==> src/rtl/cpu_dbg_pkg.sv <==
// Shared types for the CPU debug/dump logic: controller state encoding and dump word tags.
package cpu_dbg_pkg;

    typedef enum logic [2:0] {
        IDLE    = 3'd0,
        RUN     = 3'd1,
        DUMP_RF = 3'd2,
        DUMP_DM = 3'd3,
        DONE    = 3'd4
    } dump_state_e;

    localparam logic TAG_RF = 1'b0;
    localparam logic TAG_DM = 1'b1;

endpackage

==> src/rtl/dump_out_reg.sv <==
// One-entry output register for dump words: loads when a read returns, holds until accepted.
module dump_out_reg #(
    parameter int unsigned XLEN = 32,
    parameter int unsigned IW   = 5
) (
    input  logic            clk,
    input  logic            rst,
    input  logic            load,
    input  logic [XLEN-1:0] load_data,
    input  logic            load_tag,
    input  logic [IW-1:0]   load_idx,
    input  logic            out_ready,
    output logic            out_valid,
    output logic [XLEN-1:0] out_data,
    output logic            out_tag,
    output logic [IW-1:0]   out_idx
);

    // The controller only loads when the slot is empty or drains this cycle.
    always_ff @(posedge clk or posedge rst) begin
        if (rst) begin
            out_valid <= 1'b0;
            out_data  <= '0;
            out_tag   <= 1'b0;
            out_idx   <= '0;
        end else if (load) begin
            out_valid <= 1'b1;
            out_data  <= load_data;
            out_tag   <= load_tag;
            out_idx   <= load_idx;
        end else if (out_valid && out_ready) begin
            out_valid <= 1'b0;
        end
    end

endmodule

==> src/rtl/cpu_dump_ctrl.sv <==
// Runs the CPU for a cycle budget or until halt, then streams the register file (and data
// memory when CPU_DUMP_DMEM_EN is defined) out through a valid/ready port.
module cpu_dump_ctrl
    import cpu_dbg_pkg::*;
#(
    parameter int unsigned XLEN     = 32,
    parameter int unsigned NREGS    = 32,
    parameter int unsigned DM_WORDS = 16,
    parameter int unsigned CW       = 16
) (
    input  logic                                                   clk,
    input  logic                                                   rst,
    input  logic                                                   start,
    input  logic [CW-1:0]                                          run_cycles,
    input  logic                                                   halt_req,
    output logic                                                   cpu_en,
    output logic [CW-1:0]                                          cycles_elapsed,
    output logic                                                   rf_re,
    output logic [$clog2(NREGS)-1:0]                               rf_raddr,
    input  logic [XLEN-1:0]                                        rf_rdata,
    output logic                                                   dm_re,
    output logic [$clog2(DM_WORDS)-1:0]                            dm_raddr,
    input  logic [XLEN-1:0]                                        dm_rdata,
    output logic                                                   out_valid,
    input  logic                                                   out_ready,
    output logic [XLEN-1:0]                                        out_data,
    output logic                                                   out_tag,
    output logic [$clog2((NREGS > DM_WORDS) ? NREGS : DM_WORDS)-1:0] out_idx,
    output logic                                                   done
);

    localparam int unsigned RAW = $clog2(NREGS);
    localparam int unsigned IW  = $clog2((NREGS > DM_WORDS) ? NREGS : DM_WORDS);
    localparam logic [RAW-1:0] RF_LAST = RAW'(NREGS - 1);
`ifdef CPU_DUMP_DMEM_EN
    localparam int unsigned DAW = $clog2(DM_WORDS);
    localparam logic [DAW-1:0] DM_LAST = DAW'(DM_WORDS - 1);
    localparam dump_state_e AFTER_RF = DUMP_DM;
`else
    localparam dump_state_e AFTER_RF = DONE;
`endif

    dump_state_e     state;
    dump_state_e     state_nxt;
    logic [CW-1:0]   budget;
    logic            in_flight;
    logic            issue_done;
    logic            rd_tag;
    logic [IW-1:0]   rd_idx;
    logic            dm_issue;
    logic            can_issue;
    logic            last_accept;
    logic            budget_hit;
    logic            start_ok;
    logic [XLEN-1:0] load_data;

    assign start_ok    = start && ((state == IDLE) || (state == DONE));
    assign budget_hit  = (cycles_elapsed + CW'(1)) == budget;
    assign can_issue   = !in_flight && !issue_done && (!out_valid || out_ready);
    assign last_accept = issue_done && !in_flight && out_valid && out_ready;
    assign load_data   = (rd_tag == TAG_DM) ? dm_rdata : rf_rdata;

    always_ff @(posedge clk or posedge rst) begin
        if (rst) begin
            state <= IDLE;
        end else begin
            state <= state_nxt;
        end
    end

    // Next state and read strobes; strobes depend on out_ready in the same cycle.
    always_comb begin
        state_nxt = state;
        rf_re     = 1'b0;
        dm_issue  = 1'b0;
        case (state)
            IDLE, DONE: begin
                if (start) begin
                    state_nxt = (run_cycles == '0) ? DUMP_RF : RUN;
                end
            end
            RUN: begin
                if (halt_req || budget_hit) begin
                    state_nxt = DUMP_RF;
                end
            end
            DUMP_RF: begin
                rf_re = can_issue;
                if (last_accept) begin
                    state_nxt = AFTER_RF;
                end
            end
            DUMP_DM: begin
                dm_issue = can_issue;
                if (last_accept) begin
                    state_nxt = DONE;
                end
            end
            default: state_nxt = IDLE;
        endcase
    end

    always_ff @(posedge clk or posedge rst) begin
        if (rst) begin
            cpu_en         <= 1'b0;
            done           <= 1'b0;
            budget         <= '0;
            cycles_elapsed <= '0;
            in_flight      <= 1'b0;
            issue_done     <= 1'b0;
            rd_tag         <= TAG_RF;
            rd_idx         <= '0;
            rf_raddr       <= '0;
`ifdef CPU_DUMP_DMEM_EN
            dm_raddr       <= '0;
`endif
        end else begin
            cpu_en    <= (state_nxt == RUN);
            done      <= (state_nxt == DONE);
            in_flight <= rf_re || dm_issue;

            if (start_ok) begin
                budget         <= run_cycles;
                cycles_elapsed <= '0;
            end else if (state == RUN) begin
                cycles_elapsed <= cycles_elapsed + CW'(1);
            end

            if (rf_re) begin
                rd_tag <= TAG_RF;
                rd_idx <= IW'(rf_raddr);
                if (rf_raddr == RF_LAST) begin
                    issue_done <= 1'b1;
                end else begin
                    rf_raddr <= rf_raddr + RAW'(1);
                end
            end
`ifdef CPU_DUMP_DMEM_EN
            if (dm_issue) begin
                rd_tag <= TAG_DM;
                rd_idx <= IW'(dm_raddr);
                if (dm_raddr == DM_LAST) begin
                    issue_done <= 1'b1;
                end else begin
                    dm_raddr <= dm_raddr + DAW'(1);
                end
            end
`endif

            // Every phase starts with fresh address counters.
            if (state_nxt != state) begin
                issue_done <= 1'b0;
                rf_raddr   <= '0;
`ifdef CPU_DUMP_DMEM_EN
                dm_raddr   <= '0;
`endif
            end
        end
    end

`ifdef CPU_DUMP_DMEM_EN
    assign dm_re = dm_issue;
`else
    assign dm_re    = 1'b0;
    assign dm_raddr = '0;
`endif

    dump_out_reg #(
        .XLEN (XLEN),
        .IW   (IW)
    ) u_out (
        .clk       (clk),
        .rst       (rst),
        .load      (in_flight),
        .load_data (load_data),
        .load_tag  (rd_tag),
        .load_idx  (rd_idx),
        .out_ready (out_ready),
        .out_valid (out_valid),
        .out_data  (out_data),
        .out_tag   (out_tag),
        .out_idx   (out_idx)
    );

endmodule
==> config.mk <==
export PLATFORM = sky130hd
export DESIGN_NAME = cpu_dump_ctrl
export DESIGN_NICKNAME = d
export VERILOG_FILES = /design/src/rtl/cpu_dbg_pkg.sv /design/src/rtl/dump_out_reg.sv /design/src/rtl/cpu_dump_ctrl.sv
export SDC_FILE = /design/constraint.sdc
export NUM_CORES = 1
export LEC_CHECK = 0
export CORE_ASPECT_RATIO = 0.9
export CORE_MARGIN = 4
export CORE_UTILIZATION = 45
export DETAILED_ROUTE_END_ITERATION = 10
export PLACE_DENSITY = 0.88
export SLEW_MARGIN = 10
export SYNTH_ARGS = -nofsm -noshare
export SYNTH_HDL_FRONTEND = slang
export SYNTH_SLANG_ARGS = --single-unit
export TNS_END_PERCENT = 100
==> constraint.sdc <==
create_clock -name clk -period 6.7 [get_ports clk]
set_input_delay 0.67 -clock clk [delete_from_list [all_inputs] [get_ports clk]]
set_output_delay 0.67 -clock clk [all_outputs]
set_load 0.005 [all_outputs]
==> results.md <==
Floorplanning:
- The initialized floorplan defines 33 standard-cell rows.
- Pin placement for this block handled 153 I/O pins.
- The floorplan step defined a core boundary enclosing 9080 sq um.
- The y dimension of the die is 99.4 um.
- Once the floorplan was initialized, standard cells occupied 46.0% of the core.
- Measured along the x axis, the die boundary spans 110 um.
- The full die area is 10900 sq um.

Clocking:
- In this run, CTS created clock tree buffers numbering 9.
- The total clock sinks is 87.
- The clock insertion delay at the later pin of the skew report is 0.35 ns.
- The cell sitting at the root of the clock tree is a sky130_fd_sc_hd__clkbuf_8.
- The hold buffer count at CTS is 0.
- The clock edge transition at the registers on the reported setup and hold paths is 0.10 ns.
- The count of buffers added by post-CTS timing repair for setup is 0.
- Gates resized during post-CTS repair numbered 0.
- The longest clock path from root to sink contains 2 buffers.
- TritonCTS built the clock tree.
- The deepest level of the CTS H-tree is 3.

Worst setup path:
- The startpoint of the worst setup timing path is out_ready.
- Data on the critical path is required at its endpoint by 6.03 ns.
- Traced cell by cell, the critical path runs through clkdlybuf4s50_1 -> inv_1 -> a2111oi_4 -> clkdlybuf4s50_1.
- STA classifies the critical path endpoint as an output port.
- The buffering stage count on the worst path with inverters included is 3.
- In this run the worst path has a maximum fanout of 10.
- The sort of element at the start of the critical path is a primary input.
- In this design, the largest share of critical-path delay is due to buffers and inverters.
- The startpoint identified for the worst register-to-register timing path is cycles_elapsed[0].
- By instance count, the cell type seen most on the critical path is sky130_fd_sc_hd__clkdlybuf4s50_1.
- The data arrival time of the critical path is 2.53 ns.
- For this design, the slowest cell found on the critical path is sky130_fd_sc_hd__a2111oi_4.
- The worst setup path is of the primary input to output port kind.
- The largest stage delay on the critical path is 0.66 ns.

Timing:
- In the finished design, the share of the clock period the worst path needs comes to 47.8%.
- The number of endpoints with negative hold slack in the final report came to 0.
- On the final layout, the worst clock skew is 0.0106 ns.
- The final sum of negative setup slack is 0 ns.
- Setup repair after global routing left no endpoint under its margin.
- At the pin with the least slew margin, the transition time is 1.06 ns.
- The number of pins exceeding their max-slew limit in the final report is 0.
- The maximum achievable frequency is 312 MHz.
- The clock period could shrink to 3.20 ns.
- In this run the tightest slew margin relative to its limit is 29.6%.
- Setup violations remaining at the end of the flow were counted as 0.

Placed design:
- The placement-stage cell area is 5400 sq um.
- At the end of routability-driven placement, the weighted congestion stood at 0.889.
- Including well taps, the total number of placed cells is 584.
- The HPWL reported at the end of detailed placement is 7150 um.
- In this run the tool buffered the top-level ports with 114 buffer cells.

Yosys:
- The number of flops mapped to enable cells by yosys is 0.
- The fraction of registers with async set or reset after synthesis is 100%.
- Sequential cells were found to cover 52.1% of the synthesized design area.
- After synthesis the netlist holds a flip-flop and latch count of 87.
- The synthesis warning total is 0.
- The number of instances in the synthesized netlist is 364.
- After synthesis the cells add up to 4180 sq um.
- The distinct cell type count of the synthesized netlist is 52.
- For this run, the leading register cell type out of synthesis is sky130_fd_sc_hd__dfrtp_1.
- The average cell area after synthesis is 11.5 sq um.

Finish:
- Fill cells in the final layout number 718.
- Relative to the synthesized area, the layout overhead comes to 33.8%.
- The final core utilization is 61.6%.
- The count of placed standard cells in the final layout, fillers left out is 600.
- Cells with a size suffix above 1 make up 18.0% of the layout.
- The final standard cell area without fillers is 5590 sq um.
- The multi-input gate area in the final layout is 1890 sq um.
- In the final layout, flip-flops and latches occupy 2180 sq um.
- The final-stage net count is 561.
- The antenna cell count is 0.

Global routing:
- The number of global-route vias before repair came to 3211.
- The global-route track usage on met3 is 4.87%.
- The number of antenna violations at the first check in global routing is 0.
- Entering global routing, the biggest net connects 88 pins.
- The layer with the highest usage is met2.
- The first global-routing pass estimated 15600 um of wire.
- The combined global-route utilization of all metal layers is 18.1%.
- The overall overflow remaining after global route is 0.
- The met1 usage in global routing is 22.9%.
- The met2 demand-to-capacity share in global routing is 29.6%.

Status:
- The flow ran to the end, and the final reports show no timing, DRC or antenna violations.

Detailed routing:
- In this run the remaining antenna-violating nets after routing total 0.
- The count of TritonRoute iterations in the first routing pass is 6.
- The final route contains 3252 vias.
- For this block, the initial DRC count from the detailed router was 158.
- The number of DRC violations after detailed routing is 0.
- The via-per-instance ratio is 5.42.
- The post-detailed-route wirelength per cell is 16.2 um.
- After detailed routing, the total wire length is 9720 um.

Power:
- Dividing total power by cell area gives a power density of 377 nW/um^2.
- Across the VDD grid, the largest voltage drop is 0.183 mV.
- The leakage power of the design is 2.30 nW.

Hold path:
- The class of the tightest hold or removal check is flop to flop.
- In this run the most critical hold path is launched from rd_idx[0].

Job:
- The number of violations of the max-capacitance limit is 0.
-- report_power, final --
| group | switching, mW | internal, mW |
|---|---|---|
| clock | 0.200 | 0.150 |
| sequential | 0.152 | 0.726 |
| combinational | 0.331 | 0.549 |
| total | 0.684 | 1.43 |
-- stage by stage --
step	worst slack, ns	hold WS, ns	power, mW
floorplan	3.78	0.475	1.35
global placement	3.52	0.486	1.73
detailed placement	3.47	0.492	1.78
CTS	3.47	0.506	2.13
global route	3.37	0.526	2.26
finish	3.50	0.505	2.11
-- worst reg2reg max path: cells and delay by family, from the launching register on --
kind / cells / cell delay (ns)
AND/OR/NAND/NOR: 4 / 1.63
flip-flops: 1 / 0.51
adder cells (fa/ha/maj): 1 / 0.33
AO/OA/AOI/OAI: 2 / 0.24
-- cell families after synthesis --
group,Yosys count,synth area share (%)
and+or+nand+nor,96,12.8
DFF,87,52.1
AOI/OAI and AO/OA,67,10.4
muxes,59,15.9
buffers and inverters,29,3.29
xor gates and xnor gates,22,4.61
adders and majority gates,3,0.898
other,1,0.0897
-- routing by layer --
layer | vias up | wire, um | share of wire (%)
li1 | 1520 | - | -
met1 | 1548 | 4040 | 42
met2 | 160 | 4540 | 47
met3 | 24 | 961 | 9.9
met4 | 0 | 183 | 1.9
met5 | - | 0 | 0
-- state kept, by name (all words and copies together) (netlist names), 3 cells and up --
| register | count |
|---|---|
| u_out.out_data | 32 |
| budget | 16 |
| cycles_elapsed | 16 |
| rd_idx | 5 |
| rf_raddr | 5 |
| u_out.out_idx | 5 |
| state | 3 |
-- final cells by class --
cell class	instances	area share, %
clock inverter	6	0.917
sequential	87	38.9
multi-input combinational	253	33.8
tap	122	2.73
timing repair buffer	117	20.8
inverter	5	0.358
clock buffer	10	2.46
-- path summary, 6_finish.rpt --
check,depth (start not counted),slack (ns),endpoint
worst max-delay path,4,3.50,rf_re
max in group asynchronous,3,5.05,budget[10]
worst min-delay path,1,0.51,u_out.out_idx[0]
worst max register to register,7,3.87,state[0]
worst min register to register,1,0.51,u_out.out_idx[0]
min in group asynchronous,3,0.97,u_out.out_data[26]
-- cells in the final DEF, fill, tap and decap left out, drive strengths merged, types with 2 or more instances in the layout --
| cell type | n |
|---|---|
| a21o | 3 |
| a21oi | 7 |
| a31oi | 3 |
| and3 | 6 |
| and4 | 2 |
| buf | 3 |
| clkbuf | 10 |
| clkdlybuf4s50 | 114 |
| clkinv | 3 |
| conb | 6 |
| dfrtp | 87 |
| ha | 3 |
| inv | 7 |
| mux2 | 59 |
| nand2 | 30 |
| nand3 | 8 |
| nand4 | 7 |
| nor2 | 15 |
| nor2b | 3 |
| nor3 | 4 |
| nor3b | 5 |
| nor4 | 8 |
| o211ai | 2 |
| o21ai | 32 |
| o21bai | 2 |
| o22ai | 2 |
| o31ai | 4 |
| o41ai | 3 |
| xnor2 | 11 |
| xor2 | 11 |
-- synth_stat cells, types with 2 or more instances --
library cell | instances | share of area, %
sky130_fd_sc_hd__inv_1 | 5 | 0.45
sky130_fd_sc_hd__o31ai_1 | 4 | 0.72
sky130_fd_sc_hd__nor3b_1 | 5 | 0.90
sky130_fd_sc_hd__and3_1 | 6 | 0.90
sky130_fd_sc_hd__dfrtp_1 | 87 | 52
sky130_fd_sc_hd__nand3_1 | 6 | 0.72
sky130_fd_sc_hd__mux2_2 | 57 | 15
sky130_fd_sc_hd__nor2_1 | 15 | 1.3
sky130_fd_sc_hd__xor2_1 | 11 | 2.3
sky130_fd_sc_hd__nor3_2 | 2 | 0.48
sky130_fd_sc_hd__mux2_1 | 2 | 0.54
sky130_fd_sc_hd__o22ai_1 | 2 | 0.30
sky130_fd_sc_hd__nor4_1 | 7 | 1.0
sky130_fd_sc_hd__buf_4 | 6 | 1.1
sky130_fd_sc_hd__ha_1 | 3 | 0.90
sky130_fd_sc_hd__nand3_2 | 2 | 0.48
sky130_fd_sc_hd__xnor2_1 | 11 | 2.3
sky130_fd_sc_hd__nand2_1 | 30 | 2.7
sky130_fd_sc_hd__a21o_1 | 3 | 0.54
sky130_fd_sc_hd__o21ai_0 | 26 | 3.1
sky130_fd_sc_hd__o41ai_1 | 3 | 0.63
sky130_fd_sc_hd__a31oi_1 | 3 | 0.45
sky130_fd_sc_hd__o21ai_1 | 6 | 0.72
sky130_fd_sc_hd__buf_2 | 5 | 0.60
sky130_fd_sc_hd__and4_1 | 2 | 0.42
sky130_fd_sc_hd__nor3_1 | 2 | 0.24
sky130_fd_sc_hd__nand4_1 | 7 | 1.0
sky130_fd_sc_hd__nor2b_1 | 3 | 0.45
sky130_fd_sc_hd__a21oi_1 | 7 | 0.84
sky130_fd_sc_hd__o211ai_1 | 2 | 0.36
sky130_fd_sc_hd__o21bai_1 | 2 | 0.36
sky130_fd_sc_hd__clkbuf_1 | 12 | 1.1
No activity file was read; power rests on OpenSTA's default activity.
